$ cat src/rtl/vec_pkg.sv
// Shared definitions for the vector ALU sequencer: op codes, SEW/LMUL encodings,
// sequencer state enum and small SEW helpers.
package vec_pkg;

  localparam logic [5:0] VADD  = 6'd0;
  localparam logic [5:0] VSUB  = 6'd1;
  localparam logic [5:0] VAND  = 6'd2;
  localparam logic [5:0] VOR   = 6'd3;
  localparam logic [5:0] VXOR  = 6'd4;
  localparam logic [5:0] VSLT  = 6'd5;
  localparam logic [5:0] VSLTU = 6'd6;
  localparam logic [5:0] VSLL  = 6'd7;
  localparam logic [5:0] VSRL  = 6'd8;
  localparam logic [5:0] VSRA  = 6'd9;

  localparam logic [10:0] SEW_8   = 11'd8;
  localparam logic [10:0] SEW_16  = 11'd16;
  localparam logic [10:0] SEW_32  = 11'd32;
  localparam logic [10:0] SEW_64  = 11'd64;
  localparam logic [10:0] SEW_128 = 11'd128;

  localparam logic [1:0] LMUL_1 = 2'd0;
  localparam logic [1:0] LMUL_2 = 2'd1;
  localparam logic [1:0] LMUL_4 = 2'd2;
  localparam logic [1:0] LMUL_8 = 2'd3;

  typedef enum logic [2:0] {
    ST_IDLE,
    ST_RD,
    ST_EX,
    ST_WB,
    ST_DONE
  } seq_state_e;

  // log2 of the element size in bytes; only meaningful for legal SEW values
  function automatic logic [2:0] sew_bytes_log2(input logic [10:0] sew);
    case (sew)
      SEW_16:  return 3'd1;
      SEW_32:  return 3'd2;
      SEW_64:  return 3'd3;
      SEW_128: return 3'd4;
      default: return 3'd0;
    endcase
  endfunction

  function automatic logic sew_legal(input logic [10:0] sew, input int vlen);
    logic enc_ok;
    enc_ok = (sew == SEW_8) || (sew == SEW_16) || (sew == SEW_32) ||
             (sew == SEW_64) || (sew == SEW_128);
    return enc_ok && (int'(sew) <= vlen);
  endfunction

endpackage

$ cat src/rtl/valu_bemask.sv
// Byte write-enable generator: enables the bytes of every element of register
// reg_idx in the group whose flat element index is below vl.
module valu_bemask
  import vec_pkg::*;
#(
  parameter int VLEN = 128,
  parameter int VLW  = $clog2(VLEN) + 1
) (
  input  logic [10:0]       sew,
  input  logic [2:0]        reg_idx,
  input  logic [VLW-1:0]    vl,
  output logic [VLEN/8-1:0] be
);

  localparam int NB_LOG2 = $clog2(VLEN / 8);
  localparam int EW      = VLW + 4;

  always_comb begin
    logic [2:0]    sb;
    logic [3:0]    epr_log2;
    logic [EW-1:0] base;
    logic [EW-1:0] e;
    sb       = sew_bytes_log2(sew);
    epr_log2 = 4'(NB_LOG2) - {1'b0, sb};
    base     = EW'(reg_idx) << epr_log2;
    e        = '0;
    be       = '0;
    for (int i = 0; i < VLEN / 8; i++) begin
      e     = base + (EW'(i) >> sb);
      be[i] = (e < EW'(vl));
    end
  end

endmodule

$ cat src/rtl/valu_seq.sv
// Vector ALU sequencer: steps one instruction over an LMUL register group,
// three cycles (read, execute, writeback) per register. Optional macro
// VALU_SEQ_SCALAR_EN adds a scalar operand (i_vx/i_scalar) for operand b.
module valu_seq
  import vec_pkg::*;
#(
  parameter int VLEN = 128,
  parameter int VLW  = $clog2(VLEN) + 1
) (
  input  logic              i_clk,
  input  logic              i_rst,
  input  logic              i_valid,
  output logic              o_ready,
  input  logic [5:0]        i_ctrl,
  input  logic [10:0]       i_sew,
  input  logic [1:0]        i_lmul,
  input  logic [VLW-1:0]    i_vl,
  input  logic [4:0]        i_vd,
  input  logic [4:0]        i_vs1,
  input  logic [4:0]        i_vs2,
`ifdef VALU_SEQ_SCALAR_EN
  input  logic              i_vx,
  input  logic [63:0]       i_scalar,
`endif
  output logic [4:0]        o_rf_raddr_a,
  output logic [4:0]        o_rf_raddr_b,
  input  logic [VLEN-1:0]   i_rf_rdata_a,
  input  logic [VLEN-1:0]   i_rf_rdata_b,
  output logic              o_rf_we,
  output logic [4:0]        o_rf_waddr,
  output logic [VLEN-1:0]   o_rf_wdata,
  output logic [VLEN/8-1:0] o_rf_wbe,
  output logic [10:0]       o_alu_sew,
  output logic [5:0]        o_alu_ctrl,
  output logic [VLEN-1:0]   o_alu_a,
  output logic [VLEN-1:0]   o_alu_b,
  input  logic [VLEN-1:0]   i_alu_result,
  output logic              o_busy,
  output logic              o_done,
  output logic              o_err
);

  // Issue handshake: an instruction is taken on a rising edge where i_valid
  // and o_ready are both high; o_ready is high only in IDLE, so i_valid
  // while busy is ignored and nothing is queued.

  seq_state_e          state_q, state_d;
  logic [2:0]          r_q, r_d;
  logic [5:0]          ctrl_q, ctrl_d;
  logic [10:0]         sew_q, sew_d;
  logic [1:0]          lmul_q, lmul_d;
  logic [VLW-1:0]      vl_q, vl_d;
  logic [4:0]          vd_q, vd_d, vs1_q, vs1_d, vs2_q, vs2_d;
  logic [VLEN-1:0]     a_q, a_d, b_q, b_d;
  logic                err_q, err_d;
  logic [2:0]          r_last;
  logic [VLEN/8-1:0]   be;
  logic [VLEN-1:0]     b_src;

`ifdef VALU_SEQ_SCALAR_EN
  logic                vx_q, vx_d;
  logic [63:0]         scalar_q, scalar_d;

  // Replicates the low SEW bits of the scalar into every element slot
  function automatic logic [VLEN-1:0] splat(input logic [63:0] s, input logic [2:0] sb);
    logic [VLEN-1:0] v;
    int              j;
    v = '0;
    for (int i = 0; i < VLEN / 8; i++) begin
      j = i & ((1 << sb) - 1);
      v[i*8 +: 8] = (j < 8) ? s[j*8 +: 8] : 8'h00;
    end
    return v;
  endfunction

  assign b_src = vx_q ? splat(scalar_q, sew_bytes_log2(sew_q)) : i_rf_rdata_b;
`else
  assign b_src = i_rf_rdata_b;
`endif

  assign r_last = 3'((4'd1 << lmul_q) - 4'd1);

  valu_bemask #(.VLEN(VLEN), .VLW(VLW)) u_bemask (
    .sew     (sew_q),
    .reg_idx (r_q),
    .vl      (vl_q),
    .be      (be)
  );

  always_ff @(posedge i_clk or posedge i_rst) begin
    if (i_rst) begin
      state_q <= ST_IDLE;
      r_q     <= '0;
      ctrl_q  <= '0;
      sew_q   <= '0;
      lmul_q  <= '0;
      vl_q    <= '0;
      vd_q    <= '0;
      vs1_q   <= '0;
      vs2_q   <= '0;
      a_q     <= '0;
      b_q     <= '0;
      err_q   <= 1'b0;
`ifdef VALU_SEQ_SCALAR_EN
      vx_q     <= 1'b0;
      scalar_q <= '0;
`endif
    end else begin
      state_q <= state_d;
      r_q     <= r_d;
      ctrl_q  <= ctrl_d;
      sew_q   <= sew_d;
      lmul_q  <= lmul_d;
      vl_q    <= vl_d;
      vd_q    <= vd_d;
      vs1_q   <= vs1_d;
      vs2_q   <= vs2_d;
      a_q     <= a_d;
      b_q     <= b_d;
      err_q   <= err_d;
`ifdef VALU_SEQ_SCALAR_EN
      vx_q     <= vx_d;
      scalar_q <= scalar_d;
`endif
    end
  end

  always_comb begin
    state_d = state_q;
    r_d     = r_q;
    ctrl_d  = ctrl_q;
    sew_d   = sew_q;
    lmul_d  = lmul_q;
    vl_d    = vl_q;
    vd_d    = vd_q;
    vs1_d   = vs1_q;
    vs2_d   = vs2_q;
    a_d     = a_q;
    b_d     = b_q;
    err_d   = err_q;
`ifdef VALU_SEQ_SCALAR_EN
    vx_d     = vx_q;
    scalar_d = scalar_q;
`endif
    case (state_q)
      ST_IDLE: begin
        if (i_valid) begin
          ctrl_d = i_ctrl;
          sew_d  = i_sew;
          lmul_d = i_lmul;
          vl_d   = i_vl;
          vd_d   = i_vd;
          vs1_d  = i_vs1;
          vs2_d  = i_vs2;
          r_d    = '0;
          err_d  = !sew_legal(i_sew, VLEN);
`ifdef VALU_SEQ_SCALAR_EN
          vx_d     = i_vx;
          scalar_d = i_scalar;
`endif
          // Illegal SEW or an empty vector finishes without touching the RF
          if (!sew_legal(i_sew, VLEN) || (i_vl == '0)) state_d = ST_DONE;
          else                                         state_d = ST_RD;
        end
      end
      ST_RD: state_d = ST_EX;
      ST_EX: begin
        a_d     = i_rf_rdata_a;
        b_d     = b_src;
        state_d = ST_WB;
      end
      ST_WB: begin
        if (r_q == r_last) begin
          state_d = ST_IDLE;
        end else begin
          r_d     = r_q + 3'd1;
          state_d = ST_RD;
        end
      end
      ST_DONE: state_d = ST_IDLE;
      default: state_d = ST_IDLE;
    endcase
  end

  always_comb begin
    o_ready      = (state_q == ST_IDLE);
    o_busy       = (state_q != ST_IDLE);
    o_alu_sew    = (state_q != ST_IDLE) ? sew_q : '0;
    o_alu_ctrl   = (state_q != ST_IDLE) ? ctrl_q : '0;
    o_rf_raddr_a = '0;
    o_rf_raddr_b = '0;
    o_rf_we      = 1'b0;
    o_rf_waddr   = '0;
    o_rf_wdata   = '0;
    o_rf_wbe     = '0;
    o_done       = 1'b0;
    o_err        = 1'b0;
    case (state_q)
      ST_RD: begin
        o_rf_raddr_a = vs2_q + {2'b00, r_q};
        o_rf_raddr_b = vs1_q + {2'b00, r_q};
      end
      ST_WB: begin
        o_rf_we    = 1'b1;
        o_rf_waddr = vd_q + {2'b00, r_q};
        o_rf_wdata = i_alu_result;
        o_rf_wbe   = be;
        o_done     = (r_q == r_last);
      end
      ST_DONE: begin
        o_done = 1'b1;
        o_err  = err_q;
      end
      default: ;
    endcase
  end

  assign o_alu_a = a_q;
  assign o_alu_b = b_q;

endmodule

$ cat config.mk
export PLATFORM = sky130hd
export DESIGN_NAME = valu_seq
export DESIGN_NICKNAME = d
export VERILOG_FILES = /design/src/rtl/vec_pkg.sv /design/src/rtl/valu_bemask.sv /design/src/rtl/valu_seq.sv
export SDC_FILE = /design/constraint.sdc
export NUM_CORES = 1
export LEC_CHECK = 0
export BUFFER_PORTS_ARGS = -buffer_cell sky130_fd_sc_hd__buf_2
export CAP_MARGIN = 20
export CORE_AREA = 2 2 340 342
export CTS_CLUSTER_DIAMETER = 60
export DETAILED_ROUTE_END_ITERATION = 10
export DIE_AREA = 0 0 342 344
export MAX_ROUTING_LAYER = met4
export SLEW_MARGIN = 20
export SYNTH_ARGS = -nofsm -noshare
export SYNTH_HDL_FRONTEND = slang
export SYNTH_SLANG_ARGS = --single-unit
$ cat constraint.sdc
create_clock -name i_clk -period 11.9 [get_ports i_clk]
set_input_delay 3.57 -clock i_clk [delete_from_list [all_inputs] [get_ports i_clk]]
set_output_delay 3.57 -clock i_clk [all_outputs]
set_load 0.01 [all_outputs]
==> results.json, run 1 <==
{
  "p_int_mw": 3.53,
  "dr_total_vias": 16138,
  "power_density_nw_per_um2": 225,
  "r2r_start": "state_q[2]$_DFFE_PP0P_",
  "yosysTopAreaCell": "dfrtp_1",
  "drc": 0,
  "ys_types": 61,
  "synthToLayoutAreaGrowth_pct": 44.1,
  "status": "finished, final reports clean",
  "hp-class": "reg2reg",
  "grt_pass1_wl_um": 123000,
  "antenna_found_initial": 78,
  "numClockSinks": 305,
  "start_util_pct": 15.7,
  "period_minus_slack_ns": 10.63,
  "overflow": 0,
  "period_share_pct": 89.3,
  "postSynthRegisterBits": 305,
  "p_clk_share_pct": 25.4,
  "fin_ws_ns": 1.27,
  "async_flop_share_pct": 100,
  "min_path_cells": 1,
  "min_from": "o_alu_b[107]$_DFFE_PP0N_",
  "r2r_cells": 6,
  "rrSetupSlack_ns": 7.77,
  "rsz0062_at_grt": "false",
  "place_area_um2": 23900,
  "gr-usage-met2_pct": 22.8,
  "rr_endpoint": "o_alu_a[108]$_DFFE_PP0N_",
  "ios": 866,
  "synth_fp_nets": 2173,
  "ir_worst_vdd_uv": 167,
  "ys_warn_count": 0,
  "fmaxAchievable_mhz": 94.1,
  "fin_skew_ns": 0.0190,
  "required_ns": 8.33,
  "fin_tns_setup_ns": 0,
  "gp_congestion": 0.901,
  "clockBufferDepth": 3,
  "end_kind": "primary output",
  "first_pass_iters": 5,
  "num_rows": 124,
  "tightest_slew_ns": 1.04,
  "fin_area_um2": 25700,
  "synth_ff_type": "dfrtp_1",
  "worst_ep_arrival_time_ns": 7.06,
  "whs_endpoint": "o_alu_b[107]$_DFFE_PP0N_",
  "grt_pass1_vias": 15439,
  "grt_max_degree": 134,
  "grt.total_usage_pct": 15.2,
  "synth.avg_cell_area_um2": 11.3,
  "p_seq_share_pct": 32.7,
  "met3_usage_pct": 7.88,
  "netlist_area_um2": 17800,
  "core_area_um2": 114000,
  "clk_pin_slew_ns": 0.06,
  "root_buffer": "clkbuf_16",
  "path_class": "reg2out",
  "drt-total-wl_um": 91800,
  "pre_cts_ws_ns": 2.00,
  "synthMostInstantiatedCell": "dfrtp_1",
  "die-height_um": 344,
  "die_w_um": 342,
  "drv_slew": 0,
  "maxCapViolCount": 0,
  "fillers": 12430,
  "synthCells": 1576,
  "worstSkewPairLatency_ns": 0.60,
  "via_per_inst": 4.01,
  "routedWlPerCell_um": 22.8,
  "yosysSeqAreaShare_pct": 42.8,
  "synth_top_area_share_pct": 42.8,
  "dr.first_iter.drc_count": 977,
  "grt_use_met1_pct": 18.3,
  "cts_buffers": 49,
  "critPathMaxFanout": 16,
  "placed_cells": 3879,
  "p_switching_mw": 2.26,
  "hold_violations": 0,
  "synth-edff-count": 0,
  "busiest_layer": "met2",
  "p_comb_share_pct": 41.9,
  "drive_gt1_share_pct": 52.3,
  "setup_violations": 0,
  "dp_hpwl_um": 76100,
  "portBuffers": 865,
  "p_leak_nw": 12.9,
  "holdBufCountCts": 0,
  "cts_tree": "done",
  "die_area_um2": 118000,
  "postRouteAntennaNets": 0,
  "startpoint": "sew_q[0]$_DFFE_PP0P_",
  "relSlewSlack_pct": 30.4,
  "utilization_pct": 22.6,
  "synthTopCellsByArea": "dfrtp_1 43%, mux2_2 19%, ha_1 11%",
  "stdcell_count": 4026,
  "p_sw_share_pct": 39.0,
  "postCtsSetupBuffers": 0,
  "post_cts_resize_count": 0,
  "worstSetupStartpointType": "flip-flop",
  "cts_htree_levels": 2,
  "synth_commonest_cells": "305 x dfrtp_1, 293 x mux2_2, 157 x ha_1",
  "nets": 3015
}
## worst max-delay path: stages (launching register included)
cell and delay (ns):
dfrtp_1 0.40, nor3_2 0.47, nand2_1 0.17, nor4_1 0.78
inv_1 0.16, ha_1 0.55, clkinv_1 0.30, and3_1 0.27
mux2_4 0.40, inv_2 0.29, xnor2_1 0.16, ha_1 0.21
a21oi_1 0.35, a21oi_1 0.13, a211oi_1 0.31, ha_1 0.30
a21oi_1 0.16, o22ai_1 0.09, nor2_1 0.09, o211ai_1 0.10
or2_2 0.29, o22ai_1 0.24, buf_2 0.20
## registers in the layout, summed over array words and instances, names as in the netlist
name / count
vs1_q: 5
vd_q: 5
ctrl_q: 6
sew_q: 11
state_q: 3
err_q: 1
o_alu_a: 128
vs2_q: 5
r_q: 3
vl_q: 8
lmul_q: 2
o_alu_b: 128
## cells in the final DEF, fill, tap and decap left out, types with 17 or more instances in the layout
master,n
nor2b_1,32
ha_1,157
a211oi_1,31
nor2_1,70
o21ai_0,70
a21o_1,44
a21oi_1,33
nand2_1,47
inv_1,43
clkbuf_16,50
mux2_2,293
buf_2,865
buf_4,17
diode_2,57
dfrtp_1,304
xnor2_1,68
and3_1,143
## power groups by stage
stage          logic (mW)  clock network (mW)  registers [mW]
5_1_grt              2.62                1.56            1.97
4_1_cts              2.50                1.53            1.90
3_3_place_gp         2.46                   0            1.89
2_1_floorplan        1.14                   0            2.05
6_report             2.43                1.47            1.89
3_5_place_dp         2.50                   0            1.91
## logic make-up after synthesis
group / synth area share, %
DFF: 42.8
adders and majority gates: 12.5
and+or+nand+nor: 10.9
xor gates and xnor gates: 3.73
other: 0.0210
muxes: 18.8
AOI/OAI and AO/OA: 7.99
buffers and inverters: 3.17
## routing by layer
metal	wire, um	vias to the layer above	part of all wire [%]
met5	0	-	0
met4	1670	0	1.8
met3	11400	107	12
met2	41200	687	45
met1	37500	7916	41
li1	-	7428	-
## worst max path at each step
stage | cells past startpoint | slack (ns) | end
2_1_floorplan | 24 | 3.07 | o_rf_wbe[4]
3_3_place_gp | 22 | 2.14 | o_rf_wbe[4]
3_5_place_dp | 22 | 2.00 | o_rf_wbe[4]
4_1_cts | 22 | 1.26 | o_rf_wbe[4]
5_1_grt | 22 | 0.59 | o_rf_wbe[4]
6_report | 22 | 1.27 | o_rf_wbe[4]
## area by class of cell
type	count	area [um^2]	share of cell area [%]
clock inverter	27	319	1.24
inverter	52	199	0.774
sequential	305	7640	29.7
tap	1512	1890	7.36
multi-input combinational	1127	9660	37.6
antenna	57	143	0.555
clock buffer	63	1360	5.29
timing repair buffer	883	4480	17.4
## through the flow
step / hold slack (ns) / power (mW)
2_1_floorplan: 0.456 / 3.19
3_3_place_gp: 0.482 / 4.35
3_5_place_dp: 0.490 / 4.41
4_1_cts: 0.503 / 5.93
5_1_grt: 0.510 / 6.15
6_report: 0.497 / 5.79
(Power assumes the default switching activity.)
==> run 2: changes to the inputs <==
==> constraint.sdc (replaced) <==
create_clock -name i_clk -period 9.75 [get_ports i_clk]
set_input_delay 2.925 -clock i_clk [delete_from_list [all_inputs] [get_ports i_clk]]
set_output_delay 2.925 -clock i_clk [all_outputs]
set_load 0.01 [all_outputs]
==> results.json, run 2 (same netlist as run 1, synthesis figures left out) <==
{
  "status": "finished, final reports clean",
  "antenna_found_initial": 76,
  "core_area_um2": 114000,
  "cts_tree": "done",
  "startpoint": "sew_q[0]$_DFFE_PP0P_",
  "drive_gt1_share_pct": 52.5,
  "grt_max_degree": 141,
  "clockBufferDepth": 3,
  "stdcell_count": 4052,
  "rrSetupSlack_ns": 6.10,
  "setup_violations": 0,
  "postRouteAntennaNets": 0,
  "ios": 866,
  "cts_htree_levels": 2,
  "final_common_cell": "buf_2",
  "rr_endpoint": "o_alu_b[51]$_DFFE_PP0N_",
  "r2r_start": "state_q[2]$_DFFE_PP0P_",
  "die_w_um": 342,
  "placed_cells": 3889,
  "grt_pass1_wl_um": 123000,
  "p_leak_nw": 13.0,
  "synthToLayoutAreaGrowth_pct": 45.1,
  "cts_buffers": 50,
  "power_density_nw_per_um2": 278,
  "hold_violations": 0,
  "tightest_slew_ns": 1.10,
  "maxCapViolCount": 0,
  "drc": 0,
  "required_ns": 6.83,
  "grt.total_usage_pct": 15.3,
  "fillers": 12378,
  "worst_ep_arrival_time_ns": 6.26,
  "p_total_mw": 7.19,
  "drv_slew": 0,
  "post_cts_resize_count": 0,
  "multiInputGateArea_um2": 9660,
  "hp-class": "reg2reg",
  "die-height_um": 344,
  "fin_ws_ns": 0.568,
  "numClockSinks": 305,
  "die_area_um2": 118000,
  "period_minus_slack_ns": 9.18,
  "routedWlPerCell_um": 22.8,
  "fin_area_um2": 25900,
  "dr_wl_met2_um": 39600,
  "dr.first_iter.drc_count": 1068,
  "via_per_inst": 3.99,
  "overflow": 0,
  "period_share_pct": 94.2,
  "portBuffers": 865,
  "ir_worst_vdd_uv": 173,
  "clk_pin_slew_ns": 0.06,
  "root_buffer": "clkbuf_16",
  "wl_met3_um": 13100,
  "relSlewSlack_pct": 26.8,
  "first_pass_iters": 5,
  "regArea_um2": 7640,
  "highest_layer": "met4",
  "dp_hpwl_um": 76400,
  "rsz0062_at_grt": "false",
  "fmaxAchievable_mhz": 109,
  "worstSkewPairLatency_ns": 0.62,
  "r2r_cells": 5,
  "wl_met1_um": 36600,
  "critPathMaxFanout": 16,
  "place_area_um2": 24000,
  "fin_skew_ns": 0.0101,
  "path_class": "reg2out",
  "nets": 3027,
  "mostFrequentLayoutCells": "865 x buf_2, 304 x dfrtp_1, 293 x mux2_2",
  "end_kind": "primary output",
  "fin_tns_setup_ns": 0,
  "worstSetupStartpointType": "flip-flop",
  "pre_cts_ws_ns": 1.24,
  "crit_path_end": "o_rf_wbe[4]",
  "start_util_pct": 15.7,
  "num_rows": 124,
  "grt_pass1_vias": 15394,
  "drt-total-wl_um": 92500,
  "gp_congestion": 0.893,
  "dr_total_vias": 16181
}
==> run 2: worst min-delay path by stage <==
stage                                   startpoint                        to  slack, ns  cells after the start
after floorplan                  err_q$_DFFE_PP0P_         err_q$_DFFE_PP0P_       0.46                      1
after global placement           err_q$_DFFE_PP0P_         err_q$_DFFE_PP0P_       0.47                      1
after detailed placement         err_q$_DFFE_PP0P_         err_q$_DFFE_PP0P_       0.47                      1
after CTS                        err_q$_DFFE_PP0P_         err_q$_DFFE_PP0P_       0.49                      1
after global routing      o_alu_b[123]$_DFFE_PP0N_  o_alu_b[123]$_DFFE_PP0N_       0.51                      1
final                            err_q$_DFFE_PP0P_         err_q$_DFFE_PP0P_       0.48                      1
==> run 2: cell type report <==
cell class	count	area share [%]
Tap cell	1512	7.31
Antenna cell	71	0.687
Sequential cell	305	29.5
Clock buffer	61	5.15
Timing Repair Buffer	894	17.7
Clock inverter	30	1.56
Inverter	52	0.769
Multi-Input combinational cell	1127	37.3
==> run 2: routing by layer <==
layer	track usage, %	vias to the layer above
met4	5.14	0
met2	21.6	734
met5	-	-
li1	-	7486
met3	9.00	106
met1	18.0	7855
==> run 2: worst max-delay path: stages, from the launching register on <==
cell and delay (ns):
dfrtp_1 0.40, nor3_2 0.44, nand2_1 0.18, nor4_1 0.25, buf_4 0.19, inv_1 0.06, ha_1 0.51, clkinv_1 0.31
and3_1 0.27, mux2_4 0.40, inv_2 0.10, xnor2_1 0.08, ha_1 0.20, a21oi_1 0.36, o22ai_1 0.17, a211oi_1 0.23
ha_1 0.28, a21oi_1 0.14, o22ai_1 0.09, nor2_1 0.09, o211ai_1 0.10, or2_2 0.30, o22ai_1 0.27, buf_2 0.20
==> run 2: power breakdown <==
part | switching [mW] | leakage (nW) | total (mW) | internal [mW]
Sequential | 0.390 | 3.57 | 2.30 | 1.91
Clock | 0.751 | 0.842 | 1.86 | 1.11
Combinational | 1.69 | 8.62 | 3.03 | 1.34
Total | 2.83 | 13.0 | 7.19 | 4.37
==> run 2: per-stage QoR <==
stage	hold slack (ns)	util [%]
5_1_grt	0.511	22.7
3_3_place_gp	0.470	21.0
3_5_place_dp	0.474	21.0
2_1_floorplan	0.456	-
6_report	0.482	22.7
4_1_cts	0.486	22.6
==> run 2: what timing repair did <==
item                                   4_1_cts  5_1_grt
setup endpoints to repair                    0        1
endpoints found under the hold margin        0        0
buffers inserted                             0        1
hold buffers                                 0        0
==> run 3: changes to the inputs <==
==> constraint.sdc (replaced) <==
create_clock -name i_clk -period 9.75 [get_ports i_clk]
set_input_delay 0.975 -clock i_clk [delete_from_list [all_inputs] [get_ports i_clk]]
set_output_delay 0.975 -clock i_clk [all_outputs]
set_load 0.01 [all_outputs]
==> results.json, run 3 (same netlist as run 1, synthesis figures left out) <==
{
  "root_buffer": "clkbuf_16",
  "max_stage_delay_ns": 0.77,
  "grt_pass1_wl_um": 126000,
  "rr_endpoint": "o_alu_b[39]$_DFFE_PP0N_",
  "grt_max_degree": 123,
  "min_from": "err_q$_DFFE_PP0P_",
  "worst_ep_arrival_time_ns": 6.94,
  "critPathBufInv": 4,
  "drc": 0,
  "ir_worst_vdd_uv": 149,
  "mostFrequentLayoutCells": "865 x buf_2, 304 x dfrtp_1, 293 x mux2_2",
  "routedWlPerCell_um": 23.5,
  "min_path_cells": 1,
  "core_area_um2": 114000,
  "dr_wl_met2_um": 41600,
  "dr.first_iter.drc_count": 866,
  "period_share_pct": 81.2,
  "crit_chain": "nor4_4, nand2_1, nor4_1, inv_1, ha_1, clkinv_1, and3_1, mux2_4, inv_2, xnor2_1, ha_1, a21oi_1, a21oi_1, a211oi_1, ha_1, a21oi_1, o22ai_1, nor2_1, o211ai_1, or2_2, o22ai_1, buf_2",
  "synthToLayoutAreaGrowth_pct": 43.9,
  "nets": 3013,
  "cts_htree_levels": 2,
  "wl_met3_um": 15600,
  "postCtsSetupBuffers": 0,
  "final_common_cell": "buf_2",
  "required_ns": 8.78,
  "postRouteAntennaNets": 0,
  "end_kind": "primary output",
  "fin_skew_ns": 0.0258,
  "period_minus_slack_ns": 7.91,
  "first_pass_iters": 5,
  "critPathMaxFanout": 16,
  "wl_met1_um": 36800,
  "highest_layer": "met4",
  "drt-total-wl_um": 95700,
  "pre_cts_ws_ns": 2.56,
  "tightest_slew_ns": 0.947,
  "overflow": 0,
  "p_leak_nw": 12.9,
  "cp_top_family": "simple AND/OR/NAND/NOR gates",
  "r2r_cells": 4,
  "start_util_pct": 15.7,
  "fmaxAchievable_mhz": 126,
  "holdBufCountCts": 0,
  "clk_pin_slew_ns": 0.06,
  "whs_ns": 0.495,
  "portBuffers": 865,
  "setup_violations": 0,
  "num_rows": 124,
  "die-height_um": 344,
  "worstSkewPairLatency_ns": 0.62,
  "fin_ws_ns": 1.84,
  "ios": 866,
  "drive_gt1_share_pct": 52.2,
  "antenna_found_initial": 102,
  "drv_slew": 0,
  "r2r_start": "state_q[0]$_DFFE_PP0P_",
  "dr_total_vias": 16125,
  "grt.total_usage_pct": 15.9,
  "hold_violations": 0,
  "cp_slowest_cell": "nor4_1",
  "multiInputGateArea_um2": 9660,
  "post_cts_resize_count": 0,
  "gp_congestion": 0.917,
  "placed_cells": 3879,
  "rsz0062_at_grt": "false",
  "die_w_um": 342,
  "die_area_um2": 118000,
  "cts_tree": "done",
  "cts_buffers": 47,
  "worstSetupStartpointType": "flip-flop",
  "stdcell_count": 4063,
  "maxCapViolCount": 0,
  "whs_endpoint": "err_q$_DFFE_PP0P_",
  "status": "finished, final reports clean",
  "rrSetupSlack_ns": 6.22,
  "relSlewSlack_pct": 36.9,
  "fin_tns_setup_ns": 0,
  "hp-class": "reg2reg",
  "power_density_nw_per_um2": 271,
  "numClockSinks": 305,
  "dp_hpwl_um": 80400,
  "regArea_um2": 7640,
  "fillers": 12511,
  "clockBufferDepth": 3,
  "via_per_inst": 3.97,
  "p_total_mw": 6.95,
  "path_class": "reg2out",
  "grt_pass1_vias": 15308
}
-- run 3: cell types whose count changed in the layout (fill, tap and decap cells not counted), moves of 2 or more --
cell,previous run,this run
inv_8,11,3
buf_4,27,18
diode_2,71,97
bufinv_16,4,0
clkbuf_8,2,9
clkbuf_16,51,47
clkinv_2,3,5
buf_12,2,0
-- run 3: worst reg2reg max path, stage by stage (launching register included) --
cell and delay, ns:
dfrtp_4 0.65, nor2_4 0.60, buf_4 0.74, buf_4 0.98, mux2_2 0.46
-- run 3: final cells by class --
cell class,instances,area share [%]
clock buffer,64,5.18
sequential,305,29.8
inverter,52,0.790
tap,1512,7.37
timing repair buffer,883,17.4
multi-input combinational,1127,37.6
antenna,97,0.946
clock inverter,23,0.907
-- run 3: worst max path at each step --
stage	end	slack (ns)	start	depth (start not counted)
2_1_floorplan	ctrl_q[0]$_DFFE_PP0P_	0.34	i_rst	1
3_3_place_gp	o_rf_wbe[4]	2.73	sew_q[3]$_DFFE_PP0P_	22
3_5_place_dp	o_rf_wbe[4]	2.56	sew_q[3]$_DFFE_PP0P_	22
4_1_cts	o_rf_wbe[4]	1.89	sew_q[3]$_DFFE_PP0P_	22
5_1_grt	o_rf_wbe[4]	1.27	sew_q[3]$_DFFE_PP0P_	22
6_report	o_rf_wbe[4]	1.84	sew_q[3]$_DFFE_PP0P_	22
-- run 3: routing by layer --
metal	GRT usage, %	vias to the layer above
met1	17.8	7857
met2	23.0	661
met4	2.70	0
met3	11.5	97
met5	-	-
li1	-	7510
-- run 3: stage by stage --
step / instance area, um^2 / util [%]
after CTS: 25400 / 22.3
after global routing: 25700 / 22.5
after global placement: 23900 / 20.9
after floorplan: 17800 / -
after detailed placement: 23900 / 20.9
final: 25700 / 22.5
-- run 3: where the power goes --
part / internal, mW / switching (mW) / total (mW)
clock network: 0.977 / 0.700 / 1.68
registers: 1.91 / 0.399 / 2.31
logic: 1.33 / 1.63 / 2.96
total: 4.22 / 2.73 / 6.95
